**src/rtl/muldiv_pkg.sv**
```systemverilog
// +--------------------------------------------------------------------------+
// | muldiv_pkg : funct3 encodings, FSM state type and operand signedness     |
// | Revision   : 1.0                                                         |
// +--------------------------------------------------------------------------+
`default_nettype none

package muldiv_pkg;

   localparam logic [2:0] F3_MUL    = 3'b000;
   localparam logic [2:0] F3_MULH   = 3'b001;
   localparam logic [2:0] F3_MULHSU = 3'b010;
   localparam logic [2:0] F3_MULHU  = 3'b011;
   localparam logic [2:0] F3_DIV    = 3'b100;
   localparam logic [2:0] F3_DIVU   = 3'b101;
   localparam logic [2:0] F3_REM    = 3'b110;
   localparam logic [2:0] F3_REMU   = 3'b111;

   typedef enum logic [1:0] {
      IDLE = 2'd0,
      CALC = 2'd1,
      DONE = 2'd2
   } muldiv_state_t;

   // {a_signed, b_signed}; MUL low half is sign-agnostic so it runs unsigned
   function automatic logic [1:0] operand_signed(input logic [2:0] f3);
      logic [1:0] s;
      case (f3)
         F3_MULH, F3_DIV, F3_REM: s = 2'b11;
         F3_MULHSU:               s = 2'b10;
         default:                 s = 2'b00;
      endcase
      return s;
   endfunction

endpackage

`default_nettype wire

```
**src/rtl/muldiv_step.sv**
```systemverilog
// +--------------------------------------------------------------------------+
// | muldiv_step : one radix-2 shift-add / restoring shift-subtract step      |
// | Revision    : 1.0                                                        |
// +--------------------------------------------------------------------------+
`default_nettype none

module muldiv_step #(
   parameter int XLEN = 32
) (
   input  logic            is_div_i,
   input  logic [XLEN-1:0] acc_i,
   input  logic [XLEN-1:0] mq_i,
   input  logic [XLEN-1:0] opnd_i,
   output logic [XLEN-1:0] acc_o,
   output logic [XLEN-1:0] mq_o
);

   logic [XLEN:0] sum;
   logic [XLEN:0] shifted;
   logic [XLEN:0] diff;

   always_comb begin
      sum     = {1'b0, acc_i} + (mq_i[0] ? {1'b0, opnd_i} : '0);
      shifted = {acc_i, mq_i[XLEN-1]};
      diff    = shifted - {1'b0, opnd_i};
      if (is_div_i) begin
         // diff MSB set means the trial subtraction went negative: restore
         acc_o = diff[XLEN] ? shifted[XLEN-1:0] : diff[XLEN-1:0];
         mq_o  = {mq_i[XLEN-2:0], ~diff[XLEN]};
      end else begin
         acc_o = sum[XLEN:1];
         mq_o  = {sum[0], mq_i[XLEN-1:1]};
      end
   end

endmodule

`default_nettype wire

```
**src/rtl/muldiv_unit.sv**
```systemverilog
// +--------------------------------------------------------------------------+
// | muldiv_unit : iterative RV32M/RV64M multiply/divide unit                 |
// | Option      : MULDIV_EARLY_OUT_EN skips CALC for trivial operands        |
// | Revision    : 1.0                                                        |
// +--------------------------------------------------------------------------+
`default_nettype none

module muldiv_unit
   import muldiv_pkg::*;
#(
   parameter int XLEN           = 32,
   parameter int BITS_PER_CYCLE = 1
) (
   input  logic            clk,
   input  logic            rst,
   input  logic            in_valid,
   output logic            in_ready,
   input  logic [2:0]      funct3,
   input  logic [XLEN-1:0] a,
   input  logic [XLEN-1:0] b,
   output logic            out_valid,
   input  logic            out_ready,
   output logic [XLEN-1:0] result,
   output logic            busy
);

   localparam int             N        = XLEN / BITS_PER_CYCLE;
   localparam int             CW       = $clog2(N + 1);
   localparam logic [CW-1:0]  CNT_LOAD = CW'(N);

   muldiv_state_t   state_q, state_d;
   logic [CW-1:0]   cnt_q, cnt_d;
   logic [2:0]      f3_q, f3_d;
   logic [XLEN-1:0] acc_q, acc_d, mq_q, mq_d, opnd_q, opnd_d, result_q, result_d;
   logic            neg_q, neg_d;

   logic            accept, a_neg, b_neg, b_zero;
   logic [1:0]      sgn;
   logic [XLEN-1:0] a_mag, b_mag;

   assign accept = in_valid && (state_q == IDLE);
   assign sgn    = operand_signed(funct3);
   assign a_neg  = sgn[1] & a[XLEN-1];
   assign b_neg  = sgn[0] & b[XLEN-1];
   assign a_mag  = a_neg ? -a : a;
   assign b_mag  = b_neg ? -b : b;
   assign b_zero = (b == '0);

   logic [XLEN-1:0] acc_ch [BITS_PER_CYCLE+1];
   logic [XLEN-1:0] mq_ch  [BITS_PER_CYCLE+1];

   assign acc_ch[0] = acc_q;
   assign mq_ch[0]  = mq_q;

   for (genvar i = 0; i < BITS_PER_CYCLE; i++) begin : g_step
      muldiv_step #(.XLEN(XLEN)) u_step (
         .is_div_i (f3_q[2]),
         .acc_i    (acc_ch[i]),
         .mq_i     (mq_ch[i]),
         .opnd_i   (opnd_q),
         .acc_o    (acc_ch[i+1]),
         .mq_o     (mq_ch[i+1])
      );
   end

   logic [2*XLEN-1:0] prod, prod_fix;
   logic [XLEN-1:0]   quot_fix, rem_fix, final_res;

   always_comb begin
      prod     = {acc_ch[BITS_PER_CYCLE], mq_ch[BITS_PER_CYCLE]};
      prod_fix = neg_q ? -prod : prod;
      quot_fix = neg_q ? -mq_ch[BITS_PER_CYCLE] : mq_ch[BITS_PER_CYCLE];
      rem_fix  = neg_q ? -acc_ch[BITS_PER_CYCLE] : acc_ch[BITS_PER_CYCLE];
      case (f3_q)
         F3_MUL:                       final_res = prod_fix[XLEN-1:0];
         F3_MULH, F3_MULHSU, F3_MULHU: final_res = prod_fix[2*XLEN-1:XLEN];
         F3_DIV, F3_DIVU:              final_res = quot_fix;
         default:                      final_res = rem_fix;
      endcase
   end

`ifdef MULDIV_EARLY_OUT_EN
   logic            early;
   logic [XLEN-1:0] early_res;

   always_comb begin
      early     = 1'b0;
      early_res = '0;
      if (funct3[2]) begin
         if (b_zero) begin
            early     = 1'b1;
            early_res = funct3[1] ? a : '1;
         end else if (sgn[1] && a == {1'b1, {(XLEN-1){1'b0}}} && b == '1) begin
            early     = 1'b1;
            early_res = funct3[1] ? '0 : a;
         end
      end else if (a == '0 || b_zero) begin
         early = 1'b1;
      end
   end
`endif

   always_comb begin
      state_d  = state_q;
      cnt_d    = cnt_q;
      f3_d     = f3_q;
      acc_d    = acc_q;
      mq_d     = mq_q;
      opnd_d   = opnd_q;
      neg_d    = neg_q;
      result_d = result_q;
      case (state_q)
         IDLE: begin
            if (accept) begin
               f3_d   = funct3;
               cnt_d  = CNT_LOAD;
               acc_d  = '0;
               mq_d   = funct3[2] ? a_mag : b_mag;
               opnd_d = funct3[2] ? b_mag : a_mag;
               // divide-by-zero quotient must stay all ones, so no negate there
               neg_d  = funct3[2] ? (funct3[1] ? a_neg : (a_neg ^ b_neg) & ~b_zero)
                                  : (a_neg ^ b_neg);
`ifdef MULDIV_EARLY_OUT_EN
               if (early) begin
                  state_d  = DONE;
                  result_d = early_res;
               end else begin
                  state_d  = CALC;
               end
`else
               state_d = CALC;
`endif
            end
         end
         CALC: begin
            acc_d = acc_ch[BITS_PER_CYCLE];
            mq_d  = mq_ch[BITS_PER_CYCLE];
            cnt_d = cnt_q - 1'b1;
            if (cnt_q == CW'(1)) begin
               state_d  = DONE;
               result_d = final_res;
            end
         end
         DONE: begin
            if (out_ready) state_d = IDLE;
         end
         default: state_d = IDLE;
      endcase
   end

   always_ff @(posedge clk or posedge rst) begin
      if (rst) begin
         state_q  <= IDLE;
         cnt_q    <= '0;
         f3_q     <= '0;
         acc_q    <= '0;
         mq_q     <= '0;
         opnd_q   <= '0;
         neg_q    <= 1'b0;
         result_q <= '0;
      end else begin
         state_q  <= state_d;
         cnt_q    <= cnt_d;
         f3_q     <= f3_d;
         acc_q    <= acc_d;
         mq_q     <= mq_d;
         opnd_q   <= opnd_d;
         neg_q    <= neg_d;
         result_q <= result_d;
      end
   end

   assign in_ready  = (state_q == IDLE);
   assign out_valid = (state_q == DONE);
   assign busy      = (state_q != IDLE);
   assign result    = result_q;

endmodule

`default_nettype wire

```
**config.mk**
```make
export PLATFORM = sky130hd
export DESIGN_NAME = muldiv_unit
export DESIGN_NICKNAME = d
export VERILOG_FILES = /design/src/rtl/muldiv_pkg.sv /design/src/rtl/muldiv_step.sv /design/src/rtl/muldiv_unit.sv
export SDC_FILE = /design/constraint.sdc
export NUM_CORES = 1
export LEC_CHECK = 0
export ABC_CLOCK_PERIOD_IN_PS = 12700
export CAP_MARGIN = 0
export CELL_PAD_IN_SITES_DETAIL_PLACEMENT = 0
export CELL_PAD_IN_SITES_GLOBAL_PLACEMENT = 1
export CORE_ASPECT_RATIO = 1.5
export CORE_MARGIN = 2
export CORE_UTILIZATION = 45
export CTS_CLUSTER_SIZE = 40
export DETAILED_ROUTE_END_ITERATION = 7
export PLACE_DENSITY = 0.81
export SYNTH_ARGS = -nofsm -noshare
export SYNTH_HDL_FRONTEND = slang
export SYNTH_HIERARCHICAL = 1
export SYNTH_SLANG_ARGS = --single-unit
```
**constraint.sdc**
```tcl
create_clock -name clk -period 12.7 [get_ports clk]
set_input_delay 1.905 -clock clk [delete_from_list [all_inputs] [get_ports clk]]
set_output_delay 1.905 -clock clk [all_outputs]
set_load 0.02 [all_outputs]
```
==> out/metrics.yaml, run 1 <==
run_status:
  status: "complete, no violations"
route:
  wl_met1_mm: 23.8
  wirelength_mm: 62.8
  drt_iter0_markers: 1788
  num_vias: 16400
  first_pass_iters: 7
  wl_per_cell_um: 25.4
  drc: 0
  viasPerCell: 6.65
  top_layer: "met4"
  met2_length_mm: 29.7
  postRouteAntennaNets: 0
  wl_met3_mm: 4.19
critical_path:
  endpoint: "result[14]"
  critPathKind: "flip-flop to flip-flop"
  r2r-start: "mq_q[31]"
  r2r-end: "result[14]"
  arrival_ns: 6.82
  crit_start: "mq_q[31]"
  path_max_fanout: 58
  r2r_slack_ns: 6.22
  start_kind: "flip-flop"
  crit_path_end_kind: "flip-flop"
  worst_r2r_path_depth: 21
  required_ns: 13.05
place:
  placed_cells: 2441
  dpl.hpwl_mm: 47.5
  port_buffers: 105
  place_congestion: 0.991
clock_tree:
  cts_made_buffers: 17
  clock_latency_ns: 0.46
  cts_setup_buffers: 0
  clockRootBuffer: "clkbuf_16"
  cts_buffer_depth: 2
  clock-sinks: 140
  path_clk_slew_ns: 0.08
  cts_resized: 0
  holdBufCountCts: 0
  cts_tree: "yes"
  htreeDepth: 4
die:
  io_pins: 106
  coreArea_um2: 34100
  die_h_um: 231
  initial_utilization_pct: 45.5
  die_w_um: 156
  die_area_um2: 36000
  num_rows: 83
synth:
  synth_nets: 2161
  netlist_top_cells_area: "dfrtp_1 23%, ha_1 5.6%, nand2_1 5.3%"
  postSynthCellCount: 2018
  yosysUniqueCellTypes: 90
  synth_flop_cell: "dfrtp_1"
  synthArstFlopShare_pct: 100
  yosysSeqAreaShare_pct: 22.6
  synth_top_area_share_pct: 22.6
  avgSynthCellArea_um2: 7.68
  ys_ff_latch: 140
  synth_edf_count: 0
  yosys_warnings: 6
  synth_area_um2: 15500
  yosys.area.top_type: "dfrtp_1"
global_routing:
  grt_pass1_vias: 15500
  antenna_found_initial: 0
  overflow: 0
  track_usage_pct: 34.5
  grt_max_degree: 78
  grt_pass1_wl_mm: 94.3
sta:
  setup_viol: 0
  slew_headroom_pct: 17.5
  maxSlewViolCount: 0
  max_freq_mhz: 154
  tns_ns: 0
  final.min_clock_period_ns: 6.48
  rsz0062_at_grt: "false"
  tightestPinTransition_ns: 1.24
  finClkSkew_ns: 0.0173
  hold_viol: 0
  fin_crit_sh_pct: 51.0
layout:
  diodes: 0
  drive_gt1_share_pct: 8.54
  finalNetCount: 2178
  nFillCells: 3423
  synthToLayoutAreaGrowth_pct: 12.0
  instances_no_fill: 2473
hold_path:
  hold_path_class: "flip-flop to flip-flop"
flow_run:
  drv_cap: 0
## area by class of cell
| type | instances | area (µm²) | area share (%) |
|---|---|---|---|
| clock inverters | 15 | 151 | 0.872 |
| clock buffers | 17 | 425 | 2.45 |
| flip-flops and latches | 140 | 3510 | 20.2 |
| well taps | 425 | 532 | 3.06 |
| inverters | 66 | 253 | 1.46 |
| multi-input cells | 1663 | 11100 | 64.1 |
| repair buffers | 147 | 1360 | 7.84 |
## logic make-up (layout without fill, tap and decap cells)
| logic type | count (synthesis) | after routing | share of synthesized area [%] |
|---|---|---|---|
| DFF | 140 | 140 | 22.6 |
| buffers and inverters | 215 | 245 | 5.70 |
| xor gates and xnor gates | 155 | 155 | 8.76 |
| and+or+nand+nor | 682 | 682 | 21.9 |
| AOI/OAI and AO/OA | 675 | 675 | 29.6 |
| muxes | 79 | 79 | 5.51 |
| adders and majority gates | 72 | 72 | 5.91 |
## registers in the layout (all words and copies together) (netlist names)
signal,count
acc_q,32
mq_q,32
opnd_q,32
result,32
cnt_q,6
f3_q,3
state_q,2
neg_q,1
## how the worst min path moves through the flow
| stage | startpoint | endpoint | cells past startpoint |
|---|---|---|---|
| after global placement | result[9] | result[9] | 1 |
| after global routing | result[9] | result[9] | 1 |
| after floorplan | opnd_q[24] | opnd_q[24] | 2 |
| final | result[9] | result[9] | 1 |
| after CTS | result[9] | result[9] | 1 |
| after detailed placement | result[9] | result[9] | 1 |
## synth_stat cells, drive strengths merged (22+ instances only)
master    n
mux2     48
nor3     44
ha       70
o221ai   32
nand4    26
nand2   221
clkbuf  120
inv      65
or4      22
and3     31
o21ai   170
and2     39
xor2     76
dfrtp   140
nand3    43
a21oi   143
nor4     40
mux2i    31
nor2    125
a21o     39
buf      29
o31ai    39
o41ai    28
o22ai    23
a211oi   28
xnor2    79
## layer usage
| layer | vias to the layer above | GRT usage (%) |
|---|---|---|
| li1 | 7571 | - |
| met1 | 7880 | 41.0 |
| met2 | 797 | 57.3 |
| met3 | 200 | 4.58 |
| met4 | 0 | 24.3 |
| met5 | - | 0 |
## through the flow
step           utilization, %  worst slack [ns]  cell area, µm²  hold slack [ns]
3_3_place_gp             49.3              6.47           16800            0.463
3_5_place_dp             49.3              6.43           16800            0.472
5_1_grt                  51.0              5.80           17400            0.498
2_1_floorplan               -              7.04           15500            0.453
4_1_cts                  51.0              6.38           17400            0.487
6_report                 51.0              6.22           17400            0.480
## worst max-delay path, stage by stage (launching register included)
cell and delay (ns):
dfrtp_1 0.37, inv_1 0.06, ha_1 0.22, fa_1 0.43, nor2b_1 0.17, o31ai_1 0.13
a21o_1 0.27, o211ai_4 0.31, a31oi_4 0.17, o211ai_4 0.19, buf_4 0.59, nor2_1 0.09
a21oi_1 0.14, o21ai_1 0.20, inv_1 0.15, ha_1 0.27, or4b_4 0.59, or4_1 0.80
o41ai_1 0.73, xor2_1 0.20, nor2_1 0.05, o22a_1 0.17
## cells in the final DEF, fill, tap and decap left out, types with 21 or more instances in the layout
cell / synthesis / final
a211oi_1: 25 / 25
a21o_1: 39 / 39
a21oi_1: 132 / 132
and2_1: 39 / 39
and3_1: 31 / 31
buf_4: 1 / 42
clkdlybuf4s50_1: 0 / 104
dfrtp_1: 140 / 138
ha_1: 70 / 70
inv_1: 65 / 64
mux2_2: 46 / 46
mux2i_1: 31 / 31
nand2_1: 220 / 219
nand3_1: 43 / 43
nand4_1: 26 / 26
nor2_1: 125 / 125
nor3_1: 44 / 44
nor4_1: 39 / 39
o21ai_0: 155 / 155
o221ai_1: 32 / 32
o22ai_1: 23 / 23
o31ai_1: 39 / 39
o41ai_1: 27 / 27
or3_1: 21 / 21
xnor2_1: 79 / 79
xor2_1: 76 / 76
Power of run 1 is not shown: default switching activity piles up to over one toggle a cycle in this logic, so the estimate is an artifact.
==> inputs of run 2 (changes only) <==
--- a/config.mk
+++ b/config.mk
@@ -5,7 +5,7 @@
 export SDC_FILE = /design/constraint.sdc
 export NUM_CORES = 1
 export LEC_CHECK = 0
-export ABC_CLOCK_PERIOD_IN_PS = 12700
+export ABC_CLOCK_PERIOD_IN_PS = 6100
 export CAP_MARGIN = 0
 export CELL_PAD_IN_SITES_DETAIL_PLACEMENT = 0
 export CELL_PAD_IN_SITES_GLOBAL_PLACEMENT = 1
==> constraint.sdc (replaced) <==
create_clock -name clk -period 6.1 [get_ports clk]
set_input_delay 0.915 -clock clk [delete_from_list [all_inputs] [get_ports clk]]
set_output_delay 0.915 -clock clk [all_outputs]
set_load 0.02 [all_outputs]
==> run 2 against run 1 <==
Hold slack improved by 0.0018 ns. Final cell count rose by 2.1%. Clock skew rose by 0.0018 ns. Via count rose by 2.7%. Flip-flop and latch count did not move. Critical path depth fell by 1. Register-to-register slack got worse by 5.8 ns. Die area did not move. Routed wire length rose by 9.0%. Highest routed layer is now met5. Critical path type unchanged.
==> out/metrics.yaml, run 2 (synthesis results as in run 1) <==
die:
  die_w_um: 156
  die_area_um2: 36000
  num_rows: 83
  initial_utilization_pct: 45.5
  coreArea_um2: 34100
  io_pins: 106
  die_h_um: 231
layout:
  diodes: 0
  instances_no_fill: 2525
  drive_gt1_share_pct: 10.8
  finalNetCount: 2230
  mostFrequentLayoutCells: "219 x nand2_1, 155 x o21ai_0, 138 x dfrtp_1"
  synthToLayoutAreaGrowth_pct: 14.8
  layout_commonest_cell: "nand2_1"
  fin_util_pct: 52.3
hold_path:
  hold_path_class: "flip-flop to flip-flop"
critical_path:
  critPathMaxStageDelay_ns: 0.78
  required_ns: 6.43
  worst_path_dominant_cell_family: "simple AND/OR/NAND/NOR gates"
  arrival_ns: 6.04
  crit_path_cell_trace: "inv_1 -> ha_1 -> fa_1 -> nor2b_1 -> o31ai_1 -> a21o_1 -> o211ai_4 -> a311o_1 -> o211ai_4 -> buf_4 -> a21oi_1 -> o21ai_1 -> inv_1 -> ha_1 -> or4b_4 -> or4_1 -> or4_1 -> o21ai_1 -> mux2i_1 -> a21oi_1"
  path_max_fanout: 17
  start_kind: "flip-flop"
  crit_slowest_cell: "or4_1"
  critPathKind: "flip-flop to flip-flop"
  path_buf_inv: 3
  crit_path_end_kind: "flip-flop"
sta:
  hold_viol: 0
  slew_headroom_pct: 24.9
  rsz0062_at_grt: "false"
  maxSlewViolCount: 0
  max_freq_mhz: 175
  final.min_clock_period_ns: 5.71
  fin_crit_sh_pct: 93.6
  tns_ns: 0
  tightestPinTransition_ns: 1.11
  finClkSkew_ns: 0.0191
  setup_viol: 0
route:
  first_pass_iters: 8
  drc: 0
  drt_iter0_markers: 1528
  wirelength_mm: 68.4
  top_layer: "met5"
  wl_per_cell_um: 27.1
  wl_met1_mm: 25.9
  postRouteAntennaNets: 0
  met2_length_mm: 31.9
  num_vias: 16900
  viasPerCell: 6.69
  wl_met3_mm: 4.92
clock_tree:
  cts_tree: "yes"
  holdBufCountCts: 0
  cts_buffer_depth: 2
  htreeDepth: 4
  path_clk_slew_ns: 0.07
  clockRootBuffer: "clkbuf_16"
  cts_setup_buffers: 0
  clock-sinks: 140
  cts_made_buffers: 17
  clock_latency_ns: 0.46
  cts_resized: 0
global_routing:
  track_usage_pct: 37.9
  grt_max_degree: 68
  overflow: 0
  grt_pass1_vias: 16200
  antenna_found_initial: 1
  grt_pass1_wl_mm: 102
run_status:
  status: "complete, no violations"
flow_run:
  drv_cap: 0
place:
  dpl.hpwl_mm: 53.6
  placed_cells: 2493
  port_buffers: 105
  place_congestion: 1.01
run 2: per-stage QoR:
step | area, µm² | hold slack, ns | setup WS (ns)
2_1_floorplan | 15500 | 0.453 | 0.778
3_3_place_gp | 17200 | 0.461 | 0.540
3_5_place_dp | 17200 | 0.465 | 0.489
4_1_cts | 17800 | 0.481 | 0.450
5_1_grt | 17800 | 0.515 | 0.0181
6_report | 17800 | 0.482 | 0.390
run 2: path summary, 6_finish.rpt:
path	start	endpoint	slack [ns]	cells after the start
max	mq_q[31]	result[28]	0.39	20
min	result[9]	result[9]	0.48	1
max reg2reg	mq_q[31]	result[28]	0.39	20
min reg2reg	result[9]	result[9]	0.48	1
max in group asynchronous	rst	result[13]	3.99	3
min in group asynchronous	rst	opnd_q[10]	0.84	2
run 2: per-layer routing:
metal / global-route usage (%) / vias to the layer above
met2: 62.0 / 820
met1: 45.4 / 8157
li1: - / 7681
met4: 26.7 / 2
met3: 5.55 / 226
met5: 0 / -
run 2: cell type report:
type / instances / area, µm²
Clock buffer: 19 / 443
Fill cell: 3372 / 16300
Inverter: 66 / 253
Clock inverter: 13 / 179
Tap cell: 425 / 532
Multi-Input combinational cell: 1663 / 11100
Sequential cell: 140 / 3510
Timing Repair Buffer: 199 / 1750
Power of run 2 is left out for the same reason.
